File: config.mk
export PLATFORM = sky130hd
export DESIGN_NAME = clk_gate_ctrl
export DESIGN_NICKNAME = d
export VERILOG_FILES = /design/src/rtl/clk_gate_ctrl.sv
export SDC_FILE = /design/constraint.sdc
export NUM_CORES = 1
export LEC_CHECK = 0
export ABC_AREA = 1
export CORE_ASPECT_RATIO = 0.75
export CORE_MARGIN = 3
export CORE_UTILIZATION = 35
export DETAILED_ROUTE_END_ITERATION = 8
export HOLD_SLACK_MARGIN = 0.1
export PLACE_DENSITY_LB_ADDON = 0.3
export SETUP_SLACK_MARGIN = 0.1
export SLEW_MARGIN = 10
export SYNTH_ARGS = -nofsm -noshare
export SYNTH_HDL_FRONTEND = slang
export SYNTH_SLANG_ARGS = --single-unit
File: constraint.sdc
create_clock -name clk_i -period 1.8 [get_ports clk_i]
set_input_delay 0.45 -clock clk_i [delete_from_list [all_inputs] [get_ports clk_i]]
set_output_delay 0.45 -clock clk_i [all_outputs]
set_load 0.02 [all_outputs]
File: src/rtl/clk_gate_ctrl.sv
// Clock-gate enable controller with a request/ack quiesce handshake.
// Optional gated-cycle statistics under CLK_GATE_CTRL_STATS_EN.
module clk_gate_ctrl #(
  parameter int unsigned IDLE_CYCLES = 16,
  parameter int unsigned WAKE_CYCLES = 2,
  parameter int unsigned STAT_W      = 32
) (
  input  logic clk_i,
  input  logic rst_ni,
  input  logic enable_i,
  input  logic busy_i,
  input  logic wake_i,
  output logic gate_req_o,
  input  logic gate_ack_i,
  input  logic test_en_i,
  output logic clk_en_o,
  output logic ready_o
`ifdef CLK_GATE_CTRL_STATS_EN
  ,
  input  logic              stats_clr_i,
  output logic [STAT_W-1:0] gated_cycles_o
`endif
);

  localparam int unsigned MAX_C =
    (IDLE_CYCLES > WAKE_CYCLES) ? IDLE_CYCLES : WAKE_CYCLES;
  localparam int unsigned CNT_W = $clog2(MAX_C + 1);
  localparam logic [CNT_W-1:0] IDLE_LAST = CNT_W'(IDLE_CYCLES - 1);
  localparam logic [CNT_W-1:0] WAKE_LAST = CNT_W'(WAKE_CYCLES - 1);

  typedef logic [STAT_W-1:0] stat_t;

  typedef enum logic [1:0] {
    RUN      = 2'd0,
    GATE_REQ = 2'd1,
    GATED    = 2'd2,
    WAKE     = 2'd3
  } state_e;

  state_e           state;
  logic [CNT_W-1:0] cnt;
  logic             en_q;
  logic             idle;

  assign idle     = enable_i & ~busy_i & ~wake_i;
  assign clk_en_o = en_q | test_en_i;

  always_ff @(posedge clk_i or negedge rst_ni) begin
    if (!rst_ni) begin
      state      <= RUN;
      cnt        <= '0;
      en_q       <= 1'b1;
      ready_o    <= 1'b1;
      gate_req_o <= 1'b0;
    end else begin
      case (state)
        RUN: begin
          if (!idle) begin
            cnt <= '0;
          end else if (cnt == IDLE_LAST) begin
            state      <= GATE_REQ;
            cnt        <= '0;
            ready_o    <= 1'b0;
            gate_req_o <= 1'b1;
          end else begin
            cnt <= cnt + 1'b1;
          end
        end
        GATE_REQ: begin
          // abort wins over a same-cycle ack
          if (!idle) begin
            state      <= RUN;
            ready_o    <= 1'b1;
            gate_req_o <= 1'b0;
          end else if (gate_ack_i) begin
            state <= GATED;
            en_q  <= 1'b0;
          end
        end
        GATED: begin
          if (!idle) begin
            state      <= WAKE;
            cnt        <= '0;
            en_q       <= 1'b1;
            gate_req_o <= 1'b0;
          end
        end
        WAKE: begin
          if (cnt == WAKE_LAST) begin
            state   <= RUN;
            cnt     <= '0;
            ready_o <= 1'b1;
          end else begin
            cnt <= cnt + 1'b1;
          end
        end
        default: begin
          state      <= RUN;
          cnt        <= '0;
          en_q       <= 1'b1;
          ready_o    <= 1'b1;
          gate_req_o <= 1'b0;
        end
      endcase
    end
  end

`ifdef CLK_GATE_CTRL_STATS_EN
  always_ff @(posedge clk_i or negedge rst_ni) begin
    if (!rst_ni) begin
      gated_cycles_o <= '0;
    end else if (stats_clr_i) begin
      gated_cycles_o <= '0;
    end else if (state == GATED && gated_cycles_o != stat_t'('1)) begin
      gated_cycles_o <= gated_cycles_o + 1'b1;
    end
  end
`endif

endmodule

==> flow_metrics.py, run 1 <==
metrics = {
    "global_route": {
        "grt.total_usage_pct": 11.9,
        "grt_max_degree": 11,
        "grt_pass1_vias": 572,
        "grt_first_pass_wirelength_um": 2370,
        "grt_antenna_before_repair": 0,
        "gr-total-overflow": 0,
    },
    "timing": {
        "fin_setup_tns_ps": 0,
        "slew_headroom_pct": 68.5,
        "fin_worst_hold_slack_ps": 476,
        "max_slew.worst_pin.slew_ps": 471,
        "setup_ws_ps": 122,
        "min_period_over_period_pct": 93.2,
        "fin_skew_ps": 4.28,
        "rsz0062_at_grt": "true",
        "final_hold_viol_count": 0,
        "setup_violations": 0,
        "slew_viol_final": 0,
        "achievable-frequency_mhz": 596,
        "layout_min_cycle_time_ps": 1680,
    },
    "yosys": {
        "post_synth_num_cell_types": 24,
        "mappedNetlistNets": 116,
        "number_of_storage_elements_in_the_synthesis_netlist": 10,
        "yosys.area.top_type": "sky130_fd_sc_hd__dfrtp_1",
        "synth_top_area_share_pct": 26.1,
        "yosysWarnings": 0,
        "ys_seq_area_share_pct": 33.0,
        "postSynthCellCount": 100,
        "synth.top_cells.by_area": "sky130_fd_sc_hd__dfrtp_1 26%, sky130_fd_sc_hd__ha_1 15%, sky130_fd_sc_hd__nand2_1 9.8%, sky130_fd_sc_hd__inv_1 7.3%, sky130_fd_sc_hd__dfstp_2 6.9%",
        "syn_area_per_cell_um2": 7.67,
        "synth.cell_area_um2": 767,
    },
    "routing": {
        "detail_route_antenna_nets": 0,
        "drtIter0Drc": 19,
        "vias_per_cell": 4.78,
        "wl_met1_um": 814,
        "highest-signal-layer": "met4",
        "number_of_detailed_route_iterations_in_the_first_pass": 3,
        "routedWlPerCell_um": 11.3,
        "remaining_drc_errors": 0,
        "met2_wirelength_um": 612,
        "detail_route.wirelength_um": 1560,
        "wl_met3_um": 103,
        "num_vias": 660,
    },
    "clocking": {
        "cts_tree": "done",
        "ctsRootBufferMaster": "sky130_fd_sc_hd__clkbuf_4",
        "number_of_buffers_inserted_for_hold_repair_after_clock_tree_synthesis": 0,
        "clock_insertion_delay_at_the_later_pin_of_the_skew_report_ps": 280,
        "cts_max_level": 1,
        "clkSlewWorstSetupHoldPaths_ps": 70,
        "clock_sink_count": 10,
        "ctsLongestPathBuffers": 2,
        "tritoncts.num_buffers": 3,
    },
    "placement": {
        "io_buffers": 9,
        "finalWeightedCongestion": 0.734,
        "dp_hpwl_um": 1150,
        "dp_worst_setup_slack_ps": -310,
        "dpl-instance-area_um2": 887,
        "place.detailed.instances": 133,
    },
    "floorplanning": {
        "fp-row-count": 14,
        "design.die.area_mm2": 0.00279,
        "die-height_um": 46.5,
        "coreArea_mm2": 0.00205,
        "die-width_um": 60.1,
        "floorplan.io_pins": 10,
        "initial_utilization_pct": 37.4,
    },
    "worst_setup_path": {
        "worst_ep_required_time_ps": 1350,
        "crit_slowest_cell": "sky130_fd_sc_hd__clkdlybuf4s50_1",
        "cp-end-kind": "output pin",
        "criticalPathCategory": "in -> out",
        "crit_chain": "clkdlybuf4s50_1, or2_4, buf_6",
        "critical-path-top-delay-family": "buffers and inverters",
        "worst_path_largest_cell_delay_ps": 400,
        "reg2reg_depth": 10,
        "crit_path_buf_inv_count": 2,
        "rrSetupSlack_ps": 200,
        "worstPathMaxFanout": 1,
        "critPathLaunchType": "input pin",
        "critical_path.reg2reg.startpoint": "cnt[0]$_DFFE_PN0P_",
        "worst-endpoint-arrival_ps": 1230,
    },
    "layout": {
        "antenna-diode-count": 0,
        "finish.instance_area_um2": 970,
        "layout.cells.most_common": "sky130_fd_sc_hd__nand2_1",
        "areaGrowthSynthToFinish_pct": 26.4,
        "fin_nets": 131,
        "layout_common_cells": "19 x sky130_fd_sc_hd__nand2_1, 15 x sky130_fd_sc_hd__inv_1, 10 x sky130_fd_sc_hd__nor2_1",
        "drive_gt1_share_pct": 25.4,
        "final-instance-count-excl-fill": 138,
        "final.fill_count": 215,
    },
    "power": {
        "switching_share_pct": 27.5,
        "net_switching_power_of_the_design_mw": 0.152,
        "vdd_drop_max_v": 0.000331,
        "power.share.clock_pct": 37.9,
        "p_leak_nw": 0.454,
        "share_of_total_power_in_sequential_cells_pct": 44.8,
        "share_comb_of_total_power_pct": 17.3,
        "internal_power_mw": 0.400,
        "pwr_density_cell_mw_per_mm2": 569,
    },
    "hold_path": {
        "worstHoldPathType": "reg -> reg",
        "min_from": "ready_o$_DFFE_PN1P_",
        "hold_path_depth": 2,
        "min_delay_worst_endpoint": "ready_o$_DFFE_PN1P_",
    },
    "run_status": {
        "status": "finished clean",
    },
    "run": {
        "max-cap-violations": 0,
    },
}
power by group through the flow:
stage	clock network (mW)	registers [mW]	logic, mW
after floorplan	0	0.250	0.0570
after global placement	0	0.250	0.0901
after detailed placement	0	0.251	0.0926
after CTS	0.216	0.246	0.0916
after global routing	0.221	0.248	0.110
final	0.209	0.247	0.0954
final cells by class:
class / count / area [um2] / area share (%)
sequential: 10 / 253 / 26.1
timing repair buffer: 10 / 100 / 10.3
multi-input combinational: 73 / 487 / 50.2
inverter: 17 / 63.8 / 6.58
clock buffer: 4 / 36.3 / 3.74
tap: 24 / 30.0 / 3.10
worst max path at each step:
stage | from | slack, ps | endpoint | depth (start not counted)
final | test_en_i | 120 | clk_en_o | 3
after global routing | cnt[0]$_DFFE_PN0P_ | 80 | ready_o$_DFFE_PN1P_ | 9
after CTS | test_en_i | 60 | clk_en_o | 3
after detailed placement | test_en_i | -310 | clk_en_o | 3
after global placement | test_en_i | -310 | clk_en_o | 3
after floorplan | cnt[0]$_DFFE_PN0P_ | 350 | flip-flop | 10
flip-flops by register name (all words and copies together) (netlist names), named ones only:
signal	cells
en_q	1
gate_req_o	1
state	1
ready_o	1
cnt	5
layer usage:
metal | GRT usage [%] | vias to the layer above
met1 | 17.9 | 291
met2 | 14.9 | 13
met4 | 3.98 | 0
met3 | 4.48 | 5
met5 | 0 | -
li1 | - | 351
stage by stage:
stage	util (%)	total power [mW]
global route	47.3	0.580
finish	47.3	0.552
floorplan	-	0.307
detailed placement	43.3	0.343
global placement	43.3	0.340
CTS	44.7	0.553
cells in the mapped netlist, drive strengths merged:
master,n
nor2,16
o41ai,1
a21oi,2
a21boi,1
o22ai,1
ha,9
dfrtp,8
nor3,1
nand3,5
or2,2
o21ai,7
inv,17
dfstp,2
nand4,4
nand2,24
worst min-delay path: stages (launching register included):
cell,delay [ps]
sky130_fd_sc_hd__dfstp_2,370
sky130_fd_sc_hd__nand2_1,50
sky130_fd_sc_hd__o21ai_1,50
logic make-up (layout without fill, tap and decap cells):
| group | Yosys count | count (layout) | synth area share, % |
|---|---|---|---|
| simple gates | 52 | 52 | 34.7 |
| compound gates | 12 | 12 | 9.30 |
| buf+inv | 17 | 31 | 8.32 |
| flops | 10 | 10 | 33.0 |
| fa+ha+maj | 9 | 9 | 14.7 |
timing repair:
action	in CTS	in global routing
resized for setup	5	12
setup buffers	0	1
endpoints found under the setup margin	2	10
No activity file was read; power rests on OpenSTA's default activity.
==> inputs of run 2 (changes only) <==
--- a/config.mk
+++ b/config.mk
@@ -11,2 +11,3 @@
 export CORE_UTILIZATION = 35
+export CTS_CLUSTER_SIZE = 12
 export DETAILED_ROUTE_END_ITERATION = 8
==> constraint.sdc (replaced) <==
create_clock -name clk_i -period 1.8 [get_ports clk_i]
set_input_delay 0.27 -clock clk_i [delete_from_list [all_inputs] [get_ports clk_i]]
set_output_delay 0.27 -clock clk_i [all_outputs]
set_load 0.02 [all_outputs]
==> flow_metrics.py, run 2 (synthesis results as in run 1) <==
metrics = {
    "power": {
        "share_of_total_power_in_sequential_cells_pct": 44.9,
        "vdd_drop_max_v": 0.000327,
        "share_comb_of_total_power_pct": 17.1,
        "switching_share_pct": 27.5,
        "net_switching_power_of_the_design_mw": 0.151,
        "design_power_total_mw": 0.549,
        "pwr_density_cell_mw_per_mm2": 562,
        "internal_power_mw": 0.398,
        "p_leak_nw": 0.452,
        "power.share.clock_pct": 38.0,
    },
    "layout": {
        "largest-register": "cnt",
        "antenna-diode-count": 0,
        "final-instance-count-excl-fill": 138,
        "areaGrowthSynthToFinish_pct": 27.6,
        "final.fill_count": 212,
        "register_area_um2": 253,
        "fin_nets": 131,
        "multi_input_area_um2": 497,
        "layout.cells.most_common": "sky130_fd_sc_hd__nand2_1",
        "largest_register_ffs": 5,
        "drive_gt1_share_pct": 28.1,
        "layout_common_cells": "17 x sky130_fd_sc_hd__nand2_1, 14 x sky130_fd_sc_hd__inv_1, 10 x sky130_fd_sc_hd__nor2_1",
    },
    "clocking": {
        "clock_sink_count": 10,
        "clock_insertion_delay_at_the_later_pin_of_the_skew_report_ps": 280,
        "ctsRootBufferMaster": "sky130_fd_sc_hd__clkbuf_4",
        "tritoncts.num_buffers": 3,
        "clkSlewWorstSetupHoldPaths_ps": 70,
        "number_of_buffers_inserted_for_hold_repair_after_clock_tree_synthesis": 0,
        "ctsLongestPathBuffers": 2,
        "cts_max_level": 1,
        "cts_tree": "done",
    },
    "floorplanning": {
        "die-width_um": 60.1,
        "coreArea_mm2": 0.00205,
        "fp-row-count": 14,
        "die-height_um": 46.5,
        "design.die.area_mm2": 0.00279,
        "initial_utilization_pct": 37.4,
        "floorplan.io_pins": 10,
    },
    "placement": {
        "dp_hpwl_um": 1150,
        "finalWeightedCongestion": 0.734,
        "place.detailed.instances": 133,
        "io_buffers": 9,
        "dp_worst_setup_slack_ps": 49.9,
    },
    "global_route": {
        "grt.total_usage_pct": 11.9,
        "grt_first_pass_wirelength_um": 2370,
        "gr-total-overflow": 0,
        "grt_max_degree": 11,
        "grt_antenna_before_repair": 0,
        "grt_pass1_vias": 572,
    },
    "worst_setup_path": {
        "worst_ep_required_time_ps": 1960,
        "rrSetupSlack_ps": 200,
        "crit_slowest_cell": "sky130_fd_sc_hd__dfrtp_1",
        "cp-end-kind": "flip-flop",
        "critical-path-top-delay-family": "simple AND/OR/NAND/NOR gates",
        "crit_path_buf_inv_count": 1,
        "crit_chain": "ha_2, nand2_2, nor2_4, ha_2, inv_2, nand2_2, a21boi_4, nand3_1, nand2_1, nand2_1",
        "worst-endpoint-arrival_ps": 1760,
        "worst_path_largest_cell_delay_ps": 380,
        "criticalPathCategory": "reg -> reg",
        "critPathLaunchType": "flip-flop",
        "worstPathMaxFanout": 4,
    },
    "routing": {
        "detail_route_antenna_nets": 0,
        "num_vias": 668,
        "routedWlPerCell_um": 11.2,
        "remaining_drc_errors": 0,
        "number_of_detailed_route_iterations_in_the_first_pass": 4,
        "vias_per_cell": 4.84,
        "detail_route.wirelength_um": 1550,
        "drtIter0Drc": 26,
    },
    "timing": {
        "final_hold_viol_count": 0,
        "setup_violations": 0,
        "fin_setup_tns_ps": 0,
        "max_slew.worst_pin.slew_ps": 471,
        "rsz0062_at_grt": "true",
        "fin_skew_ps": 3.40,
        "setup_ws_ps": 205,
        "min_period_over_period_pct": 88.6,
        "achievable-frequency_mhz": 627,
        "layout_min_cycle_time_ps": 1600,
        "slew_headroom_pct": 68.5,
        "slew_viol_final": 0,
    },
    "run_status": {
        "status": "finished clean",
    },
    "hold_path": {
        "worstHoldPathType": "in -> async",
    },
    "run": {
        "max-cap-violations": 0,
    },
}
==> run 2: power groups by stage <==
stage / combinational [mW] / sequential (mW) / clock [mW]
after floorplan: 0.0570 / 0.250 / 0
after global placement: 0.0901 / 0.250 / 0
after detailed placement: 0.0926 / 0.251 / 0
after CTS: 0.0918 / 0.246 / 0.216
after global routing: 0.108 / 0.248 / 0.221
final: 0.0939 / 0.247 / 0.209
==> run 2: worst paths after layout <==
| kind | endpoint | depth (start not counted) | from |
|---|---|---|---|
| setup / recovery | flip-flop | 10 | cnt[0]$_DFFE_PN0P_ |
| hold / removal | cnt[4]$_DFFE_PN0P_ | 1 | rst_ni |
| setup reg to reg | flip-flop | 10 | cnt[0]$_DFFE_PN0P_ |
| hold reg to reg | ready_o$_DFFE_PN1P_ | 2 | ready_o$_DFFE_PN1P_ |
| max in group asynchronous | ready_o$_DFFE_PN1P_ | 1 | rst_ni |
| min in group clk_i | ready_o$_DFFE_PN1P_ | 2 | ready_o$_DFFE_PN1P_ |
==> run 2: final cells by class <==
| class | instances | share of cell area [%] |
|---|---|---|
| Clock buffer | 4 | 3.71 |
| Inverter | 17 | 6.52 |
| Multi-Input combinational cell | 73 | 50.8 |
| Sequential cell | 10 | 25.8 |
| Tap cell | 24 | 3.07 |
| Timing Repair Buffer | 10 | 10.1 |
==> run 2: stage by stage <==
| step | util (%) | cell area (um2) | hold WS (ps) |
|---|---|---|---|
| 6_report | 47.7 | 978 | 313 |
| 5_1_grt | 47.7 | 978 | 363 |
| 4_1_cts | 45.0 | 922 | 343 |
| 3_5_place_dp | 43.3 | 887 | 463 |
| 3_3_place_gp | 43.3 | 887 | 460 |
| 2_1_floorplan | - | 767 | -25.6 |
==> run 2: timing repair <==
| item | in CTS | in global routing |
|---|---|---|
| gates resized for setup | 1 | 14 |
| setup endpoints to repair | 1 | 9 |
| pin swaps | 0 | 4 |
| setup buffers | 0 | 1 |
==> run 2: layer usage <==
layer,part of all wire (%),GRT usage (%)
met1,52,17.9
met2,39,14.9
met3,7.8,4.48
met4,1.7,3.98
met5,0,0
==> run 2: worst register-to-register path, stage by stage (launching register included) <==
cell and delay [ps]:
sky130_fd_sc_hd__dfrtp_1 380, sky130_fd_sc_hd__ha_2 200, sky130_fd_sc_hd__nand2_2 80, sky130_fd_sc_hd__nor2_4 120, sky130_fd_sc_hd__ha_2 180, sky130_fd_sc_hd__inv_2 50, sky130_fd_sc_hd__nand2_2 60, sky130_fd_sc_hd__a21boi_4 220
sky130_fd_sc_hd__nand3_1 90, sky130_fd_sc_hd__nand2_1 60, sky130_fd_sc_hd__nand2_1 60
